**config.mk**
```make
export PLATFORM = sky130hd
export DESIGN_NAME = intr_ctrl
export DESIGN_NICKNAME = d
export VERILOG_FILES = /design/src/rtl/intr_ctrl.sv
export SDC_FILE = /design/constraint.sdc
export NUM_CORES = 1
export LEC_CHECK = 0
export BUFFER_PORTS_ARGS = -buffer_cell sky130_fd_sc_hd__buf_2
export CAP_MARGIN = 20
export CORE_MARGIN = 8
export CORE_UTILIZATION = 50
export CTS_CLUSTER_SIZE = 24
export DETAILED_ROUTE_END_ITERATION = 8
export PLACE_DENSITY = 0.9
export SYNTH_ARGS = -nofsm -noshare
export SYNTH_HDL_FRONTEND = slang
export SYNTH_SLANG_ARGS = --single-unit
```
**constraint.sdc**
```tcl
create_clock -name clk -period 3.4 [get_ports clk]
set_input_delay 0.85 -clock clk [delete_from_list [all_inputs] [get_ports clk]]
set_output_delay 0.85 -clock clk [all_outputs]
set_load 0.01 [all_outputs]
```
**src/rtl/intr_ctrl.sv**
```systemverilog
// Eight-source priority interrupt controller feeding the reg_intr vector lookup.
// Optional IRQ_SYNC_EN: two-flop synchronizer on irq_in (adds 2 cycles of request latency).
`timescale 1ns/1ps
module intr_ctrl #(
    parameter logic [7:0] MASK_RST  = 8'hFF,
    parameter bit         EDGE_TRIG = 1'b1
) (
    input  logic       clk,
    input  logic       reset,
    input  logic [7:0] irq_in,
    input  logic       mask_we,
    input  logic [7:0] mask_data,
    input  logic       intr_ack,
    input  logic       intr_ret,
    output logic       intr_req,
    output logic [7:0] intr_selec,
    output logic [7:0] pending,
    output logic [7:0] mask
);

    typedef enum logic [1:0] {
        IDLE    = 2'd0,
        REQ     = 2'd1,
        SERVICE = 2'd2
    } state_e;

    state_e     state_q;
    logic       req_q;
    logic [7:0] selec_q;
    logic [7:0] mask_q;
    logic [7:0] pending_q, pending_d;
    logic [7:0] irq_prev_q;
    logic [7:0] irq_s;
    logic [7:0] active;
    logic [7:0] lowest;
    logic [7:0] ack_clr;

`ifdef IRQ_SYNC_EN
    logic [7:0] sync1_q, sync2_q;

    // Reset to all-ones so lines already high at reset release look "old".
    always_ff @(posedge clk) begin
        if (reset) begin
            sync1_q <= 8'hFF;
            sync2_q <= 8'hFF;
        end else begin
            sync1_q <= irq_in;
            sync2_q <= sync1_q;
        end
    end

    assign irq_s = sync2_q;
`else
    assign irq_s = irq_in;
`endif

    always_comb begin
        // NOTE: every always_comb output gets a default first so no latch is inferred.
        active    = pending_q & mask_q;
        lowest    = active & (~active + 8'd1);
        ack_clr   = 8'h00;
        pending_d = pending_q;
        if (state_q == REQ && intr_ack) begin
            ack_clr = selec_q;
        end
        if (EDGE_TRIG) begin
            // A fresh edge is OR-ed in after the ack clear, so a same-cycle set wins.
            pending_d = (pending_q & ~ack_clr) | (irq_s & ~irq_prev_q);
        end else begin
            pending_d = irq_s;
        end
    end

    // NOTE: sequential state uses non-blocking assignments only.
    always_ff @(posedge clk) begin
        if (reset) begin
            pending_q  <= 8'h00;
            irq_prev_q <= 8'hFF;
            mask_q     <= MASK_RST;
        end else begin
            pending_q  <= pending_d;
            irq_prev_q <= irq_s;
            if (mask_we) begin
                mask_q <= mask_data;
            end
        end
    end

    always_ff @(posedge clk) begin
        if (reset) begin
            state_q <= IDLE;
            req_q   <= 1'b0;
            selec_q <= 8'h00;
        end else begin
            case (state_q)
                IDLE: begin
                    if (active != 8'h00) begin
                        selec_q <= lowest;
                        req_q   <= 1'b1;
                        state_q <= REQ;
                    end else begin
                        selec_q <= 8'h00;
                        req_q   <= 1'b0;
                    end
                end
                REQ: begin
                    if (intr_ack) begin
                        req_q   <= 1'b0;
                        state_q <= SERVICE;
                    end
                end
                SERVICE: begin
                    // Vector stays valid for the whole ISR; cleared only on return.
                    if (intr_ret) begin
                        selec_q <= 8'h00;
                        state_q <= IDLE;
                    end
                end
                default: begin
                    state_q <= IDLE;
                    req_q   <= 1'b0;
                    selec_q <= 8'h00;
                end
            endcase
        end
    end

    assign intr_req   = req_q;
    assign intr_selec = selec_q;
    assign pending    = pending_q;
    assign mask       = mask_q;

endmodule

```
==> results of run 1 <==
[final timing paths]
path	end	slack (ns)	cells past startpoint	from
setup / recovery	pending[4]	1.60	1	pending[4]
hold reg to reg	intr_selec[6]	0.48	2	intr_selec[6]
hold / removal	intr_selec[6]	0.48	2	intr_selec[6]
setup reg to reg	intr_req	2.07	4	pending[3]
[registers in the layout, indices dropped and copies added (netlist names)]
signal / cells
mask: 8
state_q: 2
intr_req: 1
irq_prev_q: 8
intr_selec: 8
pending: 8
[cells in the final DEF (no fill, tap or decap), drive strengths merged, types with 5 or more instances in the layout]
cell type / instances
a211o: 9
a21oi: 16
nor2: 14
nand4: 5
nor2b: 16
dfxtp: 35
or2: 8
nand2: 20
buf: 45
clkbuf: 6
[per-layer routing]
layer,up-vias,routed length [um],track usage
met1,553,1230,0.148
met3,6,193,0.0662
met4,0,51,0.0653
met2,27,1760,0.272
li1,591,-,-
met5,-,0,0
[where the power goes]
group	switching [mW]	internal [mW]	leakage, nW	total, mW
Sequential	0.0214	0.435	0.289	0.456
Clock	0.129	0.0957	0.0341	0.225
Combinational	0.0658	0.0534	0.387	0.119
Total	0.217	0.584	0.710	0.800
[area by class of cell]
class                   instances  area (um^2)
fillers                       210          873
flip-flops and latches         35          701
multi-input cells             102          596
repair buffers                 45          225
clock buffers                   6         51.3
well taps                      30         37.5
inverters                       3         11.3
clock inverters                 1         5.00
[cells by family after synthesis]
logic type / share of synthesized area
AOI/OAI and AO/OA: 0.159
buffers and inverters: 0.0318
and+or+nand+nor: 0.286
DFF: 0.523
==> results.md, run 1 <==
### Outcome
* complete, no violations — run status

### STA
* 1.60 ns — final worst-path setup slack
* 0.613 — worst-case headroom to the max-slew limit
* 0.0107 ns — worst setup skew after layout
* 0 — Hold Vio Cnt, Final
* 0 — total setup violations reported at the end of the flow
* 0.478 ns — final hold slack
* 0 ns — final setup TNS
* 557 MHz — Fmax achieved
* 0.529 — final critical-path share of the clock period
* 0 — max-slew violation count
* 1.80 ns — time the worst path needs with I/O delays and setup
* false — RSZ-0062 raised after global routing
* 0.581 ns — slew of the pin with the lowest slew margin

### Finish
* 222 — number of standard cells in the layout, taps in and fillers out
* 21.5% — layout-stage area growth over the synthesis result
* 0.344 — share of cells above drive strength 1
* 213 — net count of the finished layout
* 0.651 — final core utilization
* 0 — ant diodes
* 0.00163 mm^2 — cell area after layout

### Clock tree
* 0 — Post-CTS Repair Setup Buffers
* sky130_fd_sc_hd__clkbuf_4 — cell at the root of the clock tree
* 5 — CTS Buf Count
* 0.34 ns — Skew-Pair Late Insertion Delay
* 0 — Hold-fix buffers, CTS
* 35 — sinks on the clock net
* 2 — Max Buffers Root-to-Sink
* 0.09 ns — Reg clk slew, reported paths
* built — clock tree from TritonCTS
* 0 — # resized after CTS
* 2 — CTS H-Tree Depth

### Worst setup path
* flip-flops — category of cells accounting for the largest share of critical-path delay
* flop to primary output — Crit Path Class
* primary output — nature of the critical path endpoint
* 0.44 ns — delay of the slowest critical-path stage
* 1 — Worst Path Buf+Inv
* 0.95 ns — arrival time at the worst endpoint
* buf_2 — Cell Chain, Critical Path
* sky130_fd_sc_hd__dfxtp_1 — slowest stage cell, crit path
* flop — kind of launch point of the worst setup path
* 2.55 ns — required time of the critical path
* 5 — biggest fanout along the worst timing path

### Global route
* 5180 um — wire length of the first global-routing pass
* 0 — number of antenna violations at the first check in global routing
* 1,158 — number of global-route vias before repair
* 0.152 — gr usage total
* 0 — global route total overflow
* 38 — maximum number of pins on one net before global-route repair

### Logic synthesis
* 147 — number of cells produced by synthesis
* 35 — number of synthesized register bits
* 35 x sky130_fd_sc_hd__dfxtp_1, 19 x sky130_fd_sc_hd__nand2_1, 16 x sky130_fd_sc_hd__nor2b_1 — top cells by instance count after synthesis
* 9.11 um^2 — Syn Area/Cell
* sky130_fd_sc_hd__dfxtp_1 52%, sky130_fd_sc_hd__nor2b_1 7.5%, sky130_fd_sc_hd__a211o_1 5.9% — dominant cells by area after synthesis
* 24 — library cells used by synthesis
* 0 — Async S/R FF share, synth
* 0.523 — sequential fraction of the synthesis area
* 0 — yosys synthesis warning count
* 0.00134 mm^2 — post-synthesis instance area
* sky130_fd_sc_hd__dfxtp_1 — flip-flop cell with the highest count after synthesis
* sky130_fd_sc_hd__dfxtp_1 — cell accounting for the most synthesized area
* 0 — Post-synth EDFFs
* 0.523 — area fraction of the dominant cell type after synthesis
* sky130_fd_sc_hd__dfxtp_1 — count leader, synth
* 168 — syn_nets

### Power
* 399 uV — Peak supply drop
* 0.710 nW — Leak Pwr
* 492 mW/mm^2 — pwr/cell area
* 0.800 mW — total power consumption of the routed design

### Job
* 0 — max-capacitance violation count

### Floorplanning
* 67.7 um — Die Span Y
* 18 — site row count
* 46 — I/O pin cnt
* 0.00459 mm^2 — DIE AREA
* 67.7 um — die boundary width
* 0.536 — Starting Density
* 0.00250 mm^2 — Std-Cell Core Area

### Place
* 45 — count of buffers from port buffering
* 0.751 — weighted congestion reported at the end of routability-driven placement
* 215 — Post-Place Cells
* 2460 um — Detailed Place HPWL
* 1.57 ns — setup slack after placement
* 0.00157 mm^2 — Area after DPL

### Drt
* 5.30 — Vias per Instance
* 14.6 um — Routed WL per cell
* 0 — Post-DRT Antenna Nets
* 1,177 — Via Count
* 4 — first-pass iteration count of the detailed router
* 3230 um — WL final
* 37 — detailed router's first-iteration violation count
* 0 — DR DRC count

### Min path
* flop to flop — type of the most critical hold path

Note: power is estimated with default switching activity, not from simulation.
==> run 2: changes to the inputs <==
ABC_AREA = 1   (was not set)
CORE_UTILIZATION = 43   (was 50)
PLACE_DENSITY = 0.83   (was 0.9)
clock period = 1.5 ns   (was 3.4 ns; I/O delays follow)
==> results.md, run 2 <==
### Power
* 0.490 mW — reported net switching power, +130%
* 0.587 — sequential fraction of design power, +0.017
* 0.835 nW — Leak Pwr, +18%
* 1.75 mW — total power consumption of the routed design, +120%
* 0.280 — switching part of the total power, +0.00974
* 533 uV — Peak supply drop, +34%
* 0.156 — power share of the combinational group, +0.007
* 1070 mW/mm^2 — pwr/cell area, +120%
* 0.257 — relative contribution of the clock network to total power, -0.024
* 1.26 mW — internal power of the cells, +120%

### STA
* 798 MHz — Fmax achieved
* 1.25 ns — time the worst path needs with I/O delays and setup
* 0 ns — final setup TNS, unchanged
* 0.726 — worst-case headroom to the max-slew limit, +0.113
* 0.223 ns — final hold slack, -0.255 ns
* 0.00476 ns — worst setup skew after layout, -0.00595 ns
* 0.836 — final critical-path share of the clock period
* 0.411 ns — slew of the pin with the lowest slew margin, -0.169 ns
* 0 — total setup violations reported at the end of the flow, unchanged
* 0 — Hold Vio Cnt, Final, unchanged
* false — RSZ-0062 raised after global routing
* 0 — max-slew violation count, unchanged

### Logic synthesis
* simple AND/OR/NAND/NOR gates — largest family of logic cells by synthesized area
* 0 — Async S/R FF share, synth, unchanged
* 0 — Post-synth EDFFs, unchanged
* 0.288 — simple-gate portion of the synthesized area, +0.00226
* 54 x sky130_fd_sc_hd__nand2_1, 35 x sky130_fd_sc_hd__dfxtp_1, 25 x sky130_fd_sc_hd__inv_1 — top cells by instance count after synthesis
* 7.49 um^2 — Syn Area/Cell, -18%
* 16 — library cells used by synthesis, -33%
* 35 — number of synthesized register bits, unchanged
* 0 — post-synthesis xor/xnor area fraction, unchanged
* sky130_fd_sc_hd__nand2_1 — count leader, synth
* 0.00134 mm^2 — post-synthesis instance area, +0.19%
* sky130_fd_sc_hd__dfxtp_1 — flip-flop cell with the highest count after synthesis
* 0.104 — Synth Area in Compound Gates, -0.0544
* 179 — number of cells produced by synthesis, +22%
* 0.522 — area fraction of the dominant cell type after synthesis, -0.000976
* sky130_fd_sc_hd__dfxtp_1 — cell accounting for the most synthesized area
* 0.522 — sequential fraction of the synthesis area, -0.000976
* 0 — yosys synthesis warning count, unchanged
* 0 — adder and majority cell fraction of the synthesized area, unchanged
* 200 — syn_nets, +19%
* 0 — share of cell area taken by muxes after synthesis, unchanged
* sky130_fd_sc_hd__dfxtp_1 52%, sky130_fd_sc_hd__nand2_1 15%, sky130_fd_sc_hd__a21oi_1 7.1% — dominant cells by area after synthesis

### Outcome
* complete, no violations — run status

### Clock tree
* 35 — sinks on the clock net, unchanged
* 2 — Max Buffers Root-to-Sink, unchanged
* 0 — # resized after CTS, unchanged
* sky130_fd_sc_hd__clkbuf_4 — cell at the root of the clock tree
* 0.32 ns — Skew-Pair Late Insertion Delay, -0.02 ns
* 5 — CTS Buf Count, unchanged
* built — clock tree from TritonCTS
* 0 — Post-CTS Repair Setup Buffers, unchanged
* 2 — CTS H-Tree Depth, unchanged
* 0 — Hold-fix buffers, CTS, unchanged
* 0.09 ns — Reg clk slew, reported paths, about the same

### Finish
* sky130_fd_sc_hd__nand2_1 — commonest non-fill, non-tap cell in the layout
* 248 — net count of the finished layout, +16%
* 0.00163 mm^2 — cell area after layout, +0.38%
* 21.7% — layout-stage area growth over the synthesis result
* 54 x sky130_fd_sc_hd__nand2_1, 45 x sky130_fd_sc_hd__buf_2, 35 x sky130_fd_sc_hd__dfxtp_1, 25 x sky130_fd_sc_hd__inv_1, 19 x sky130_fd_sc_hd__a21oi_1 — top library cells by usage in the layout, fill and taps aside
* 0 — ant diodes, unchanged
* 291 — number of fillers in the final layout, +39%
* 701 um^2 — total area of sequential cells, unchanged
* 527 um^2 — area of combinational cells with multiple inputs, -12%
* 0.274 — share of cells above drive strength 1, -0.0694
* 259 — number of standard cells in the layout, taps in and fillers out, +17%

### Worst setup path
* 0.27 ns — r2r setup slk, -1.80 ns
* 0.88 ns — arrival time at the worst endpoint, -0.07 ns
* buf_2 — Cell Chain, Critical Path
* 1 — stages on the worst setup path, unchanged
* 1.12 ns — required time of the critical path, -1.43 ns
* 1 — Worst Path Buf+Inv, unchanged
* sky130_fd_sc_hd__dfxtp_1 — slowest stage cell, crit path
* 3 — worst-case reg-to-reg path depth, -1
* flip-flops — category of cells accounting for the largest share of critical-path delay
* mask[1] — Critical Path Source
* primary output — nature of the critical path endpoint
* mask[1] — crit path capture
* 0.40 ns — delay of the slowest critical-path stage, -0.04 ns
* state_q[0] — startpoint of the lowest-slack register-to-register path
* pending[2] — reg-to-reg critical path endpoint
* flop — kind of launch point of the worst setup path
* flop to primary output — Crit Path Class
* 4 — biggest fanout along the worst timing path, -1

### Drt
* 1,260 — Via Count, +7.1%
* 3280 um — WL final, +1.4%
* 4 — first-pass iteration count of the detailed router, unchanged
* 4.86 — Vias per Instance, -8.2%
* 0 — DR DRC count, unchanged
* 12.7 um — Routed WL per cell, -13%
* 84 — detailed router's first-iteration violation count, +130%
* 0 — Post-DRT Antenna Nets, unchanged

### Global route
* 25 — maximum number of pins on one net before global-route repair, -34%
* 1,253 — number of global-route vias before repair, +8.2%
* 0.134 — gr usage total, -0.0182
* 0 — number of antenna violations at the first check in global routing, unchanged
* 5480 um — wire length of the first global-routing pass, +5.9%
* 0 — global route total overflow, unchanged

### Floorplanning
* 46 — I/O pin cnt, unchanged
* 71.9 um — Die Span Y, +6.1%
* 20 — site row count, +2
* 0.00516 mm^2 — DIE AREA, +12%
* 71.9 um — die boundary width, +6.1%
* 0.00300 mm^2 — Std-Cell Core Area, +20%
* 0.447 — Starting Density, -0.0889

### Job
* 0 — max-capacitance violation count, unchanged

### Min path
* input port to flop — type of the most critical hold path

### Place
* 2530 um — Detailed Place HPWL, +2.7%
* 0.777 — weighted congestion reported at the end of routability-driven placement, +3.5%
* 45 — count of buffers from port buffering, unchanged
* 253 — Post-Place Cells, +18%
* 0.00159 mm^2 — Area after DPL, +1.4%

==> run 2: changes by cell type after synthesis, sizes merged, moves of 6 or more <==
cell | before | now
nand2 | 20 | 55
inv | 3 | 26
nor2b | 16 | 0
a211o | 9 | 0
nand3 | 0 | 9
o21ai | 0 | 9
nor2 | 14 | 8
==> run 2: cells by family after synthesis <==
group,Yosys count
simple gates,86
compound gates,28
buf+inv,30
flops,35
==> run 2: metrics by stage <==
step	util	setup WS, ns
detailed placement	0.530	0.278
CTS	0.544	0.244
global placement	0.530	0.269
floorplan	-	0.540
global route	0.544	0.159
finish	0.544	0.247
==> run 2: power by group through the flow <==
stage | clock (mW) | combinational (mW) | sequential (mW)
floorplan | 0 | 0.156 | 1.06
global placement | 0 | 0.266 | 1.05
detailed placement | 0 | 0.275 | 1.05
CTS | 0.453 | 0.276 | 1.03
global route | 0.489 | 0.308 | 1.03
finish | 0.449 | 0.273 | 1.03
==> run 2: worst min-delay path, cell delays in order <==
cell and delay [ns]:
sky130_fd_sc_hd__buf_2 0.07, sky130_fd_sc_hd__inv_1 0.03, sky130_fd_sc_hd__nand2_1 0.04
==> run 2: worst min-delay path by stage <==
stage                  startpoint             to  slack (ns)  cells past startpoint
floorplan           irq_prev_q[3]     pending[3]        0.46                      3
global placement    intr_selec[6]  intr_selec[6]        0.47                      2
detailed placement       intr_req       intr_req        0.47                      2
CTS                     irq_in[0]  irq_prev_q[0]        0.22                      3
global route            irq_in[2]  irq_prev_q[2]        0.22                      3
finish                  irq_in[0]  irq_prev_q[0]        0.22                      3
==> run 2: layout make-up <==
class                   count  share of cell area
flip-flops and latches     35               0.429
multi-input cells         114               0.323
repair buffers             45               0.138
inverters                  26              0.0598
clock buffers               6              0.0253
well taps                  33              0.0253
==> run 2: routing by layer <==
layer / track usage / share of wire / vias to the layer above
met4: 0.0771 / 0.023 / 0
met2: 0.218 / 0.47 / 41
met5: 0 / 0 / -
met1: 0.144 / 0.43 / 559
li1: - / - / 654
met3: 0.0516 / 0.076 / 6
==> run 3: changes to the inputs <==
clock period = 1.1 ns   (was 1.5 ns; I/O delays follow)
==> results.md, run 3 (same netlist as run 2, synthesis figures left out) <==
### Power
* 1350 mW/mm^2 — pwr/cell area, +26%
* 0.189 — power share of the combinational group, +0.033
* 0.521 — sequential fraction of design power, -0.066
* 0.987 nW — Leak Pwr, +18%
* 1.98 mW — internal power of the cells, +57%
* 0.275 — switching part of the total power, -0.00536
* 0.291 — relative contribution of the clock network to total power, +0.034
* 829 uV — Peak supply drop, +56%
* 0.750 mW — reported net switching power, +53%
* 2.73 mW — total power consumption of the routed design, +56%

### Drt
* 1,353 — Via Count, +7.4%
* 3770 um — WL final, +15%
* 4.83 — Vias per Instance, -0.67%
* 4 — first-pass iteration count of the detailed router, unchanged
* 0 — DR DRC count, unchanged
* 68 — detailed router's first-iteration violation count, -19%
* 13.5 um — Routed WL per cell, +6.4%
* 0 — Post-DRT Antenna Nets, unchanged

### Worst setup path
* 0.05 ns — r2r setup slk, -0.22 ns
* flop to primary output — Crit Path Class
* 6 — worst-case reg-to-reg path depth, +3
* flip-flops — category of cells accounting for the largest share of critical-path delay
* 0.82 ns — required time of the critical path, -0.30 ns
* sky130_fd_sc_hd__dfxtp_4 — slowest stage cell, crit path
* intr_selec[6] — reg-to-reg critical path endpoint
* flop — kind of launch point of the worst setup path
* 1 — Worst Path Buf+Inv, unchanged
* 0.83 ns — arrival time at the worst endpoint, -0.05 ns
* primary output — nature of the critical path endpoint
* 3 — biggest fanout along the worst timing path, -1
* buf_6 — Cell Chain, Critical Path
* mask[3] — startpoint of the lowest-slack register-to-register path
* 0.37 ns — delay of the slowest critical-path stage, -0.03 ns

### Place
* 2400 um — Detailed Place HPWL, -5.0%
* 0.0153 ns — setup slack after placement, -0.262 ns
* 0.00163 mm^2 — Area after DPL, +2.4%
* 0.796 — weighted congestion reported at the end of routability-driven placement, +2.4%
* 258 — Post-Place Cells, +2.0%
* 45 — count of buffers from port buffering, unchanged

### Clock tree
* 35 — sinks on the clock net, unchanged
* 2 — CTS H-Tree Depth, unchanged
* 2 — Max Buffers Root-to-Sink, unchanged
* 0.33 ns — Skew-Pair Late Insertion Delay, about the same
* built — clock tree from TritonCTS
* sky130_fd_sc_hd__clkbuf_4 — cell at the root of the clock tree
* 0.10 ns — Reg clk slew, reported paths, about the same
* 5 — CTS Buf Count, unchanged

### Floorplanning
* 71.9 um — Die Span Y, unchanged
* 0.00300 mm^2 — Std-Cell Core Area, unchanged
* 46 — I/O pin cnt, unchanged
* 20 — site row count, unchanged
* 0.00516 mm^2 — DIE AREA, unchanged
* 0.447 — Starting Density, unchanged
* 71.9 um — die boundary width, unchanged

### Finish
* 253 — number of fillers in the final layout, -13%
* 0.00202 mm^2 — cell area after layout, +24%
* sky130_fd_sc_hd__nand2_1 — commonest non-fill, non-tap cell in the layout
* 50.8% — layout-stage area growth over the synthesis result
* 0 — ant diodes, unchanged
* 267 — net count of the finished layout, +7.7%
* 49 x sky130_fd_sc_hd__nand2_1, 24 x sky130_fd_sc_hd__inv_1, 23 x sky130_fd_sc_hd__buf_2, 23 x sky130_fd_sc_hd__dfxtp_2, 22 x sky130_fd_sc_hd__buf_6 — top library cells by usage in the layout, fill and taps aside
* 280 — number of standard cells in the layout, taps in and fillers out, +8.1%
* 0.674 — final core utilization, +0.130
* 0.490 — share of cells above drive strength 1, +0.216

### Global route
* 1,296 — number of global-route vias before repair, +3.4%
* 0.141 — gr usage total, +0.00764
* 0 — global route total overflow, unchanged
* 13 — maximum number of pins on one net before global-route repair, -48%
* 5800 um — wire length of the first global-routing pass, +5.9%
* 0 — number of antenna violations at the first check in global routing, unchanged

### STA
* 1.00 — final critical-path share of the clock period
* 0 — Hold Vio Cnt, Final, unchanged
* 1 — total setup violations reported at the end of the flow, +1
* 906 MHz — Fmax achieved
* 0.367 ns — slew of the pin with the lowest slew margin, -0.0446 ns
* 1.10 ns — time the worst path needs with I/O delays and setup
* 0.109 ns — final hold slack, -0.114 ns
* -0.00335 ns — final setup TNS, -0.00335 ns
* true — RSZ-0062 raised after global routing
* 0.755 — worst-case headroom to the max-slew limit, +0.0295
* 0 — max-slew violation count, unchanged
* -0.00335 ns — final worst-path setup slack, -0.250 ns
* 0.00355 ns — worst setup skew after layout, -0.00121 ns

### Min path
* irq_in[0] — Min-Delay Startpoint
* input port to flop — type of the most critical hold path
* 3 — worst hold path depth, unchanged
* irq_prev_q[0] — Hold Crit Endpoint

### Outcome
* finished, violations left — run status
* setup timing — violated checks

### Job
* 0 — max-capacitance violation count, unchanged

run 3: cell count changes in the layout (fill, tap and decap cells not counted), sizes merged:
cell,delta
clkbuf,+2
buf,+19
run 3: cell type report:
cell class | count | area [um^2] | area share
Sequential cell | 35 | 744 | 0.368
Timing Repair Buffer | 64 | 505 | 0.250
Tap cell | 33 | 41.3 | 0.0204
Multi-Input combinational cell | 114 | 566 | 0.280
Clock buffer | 8 | 68.8 | 0.0340
Inverter | 26 | 97.6 | 0.0482
run 3: what timing repair did:
| action | 4_1_cts | 5_1_grt |
|---|---|---|
| resized for setup | 27 | 44 |
| hold buffers | 0 | 0 |
| setup endpoints to repair | 25 | 41 |
| pin swaps | 0 | 4 |
| setup buffers | 7 | 8 |
run 3: worst max path at each step:
stage / startpoint / endpoint / slack, ns / cells past startpoint
final: mask[0] / mask[0] / -0.003 / 1
after global routing: mask[0] / mask[0] / -0.05 / 1
after CTS: mask[5] / mask[5] / 0.0002 / 1
after detailed placement: state_q[1] / intr_selec[6] / 0.02 / 6
after global placement: state_q[0] / pending[0] / 0.08 / 4
after floorplan: state_q[0] / intr_selec[6] / 0.14 / 5
run 3: power groups by stage:
stage               clock (mW)  combinational [mW]  sequential (mW)
floorplan                    0               0.212             1.44
global placement             0               0.389             1.43
detailed placement           0               0.395             1.43
CTS                      0.790               0.429             1.41
global route             0.874               0.567             1.43
finish                   0.792               0.514             1.42
run 3: metal layers:
layer	wire length (um)	share of wire	GRT usage
met1	1520	0.40	0.157
met4	70	0.019	0.0703
met3	233	0.062	0.0516
met2	1940	0.52	0.231
met5	0	0	0
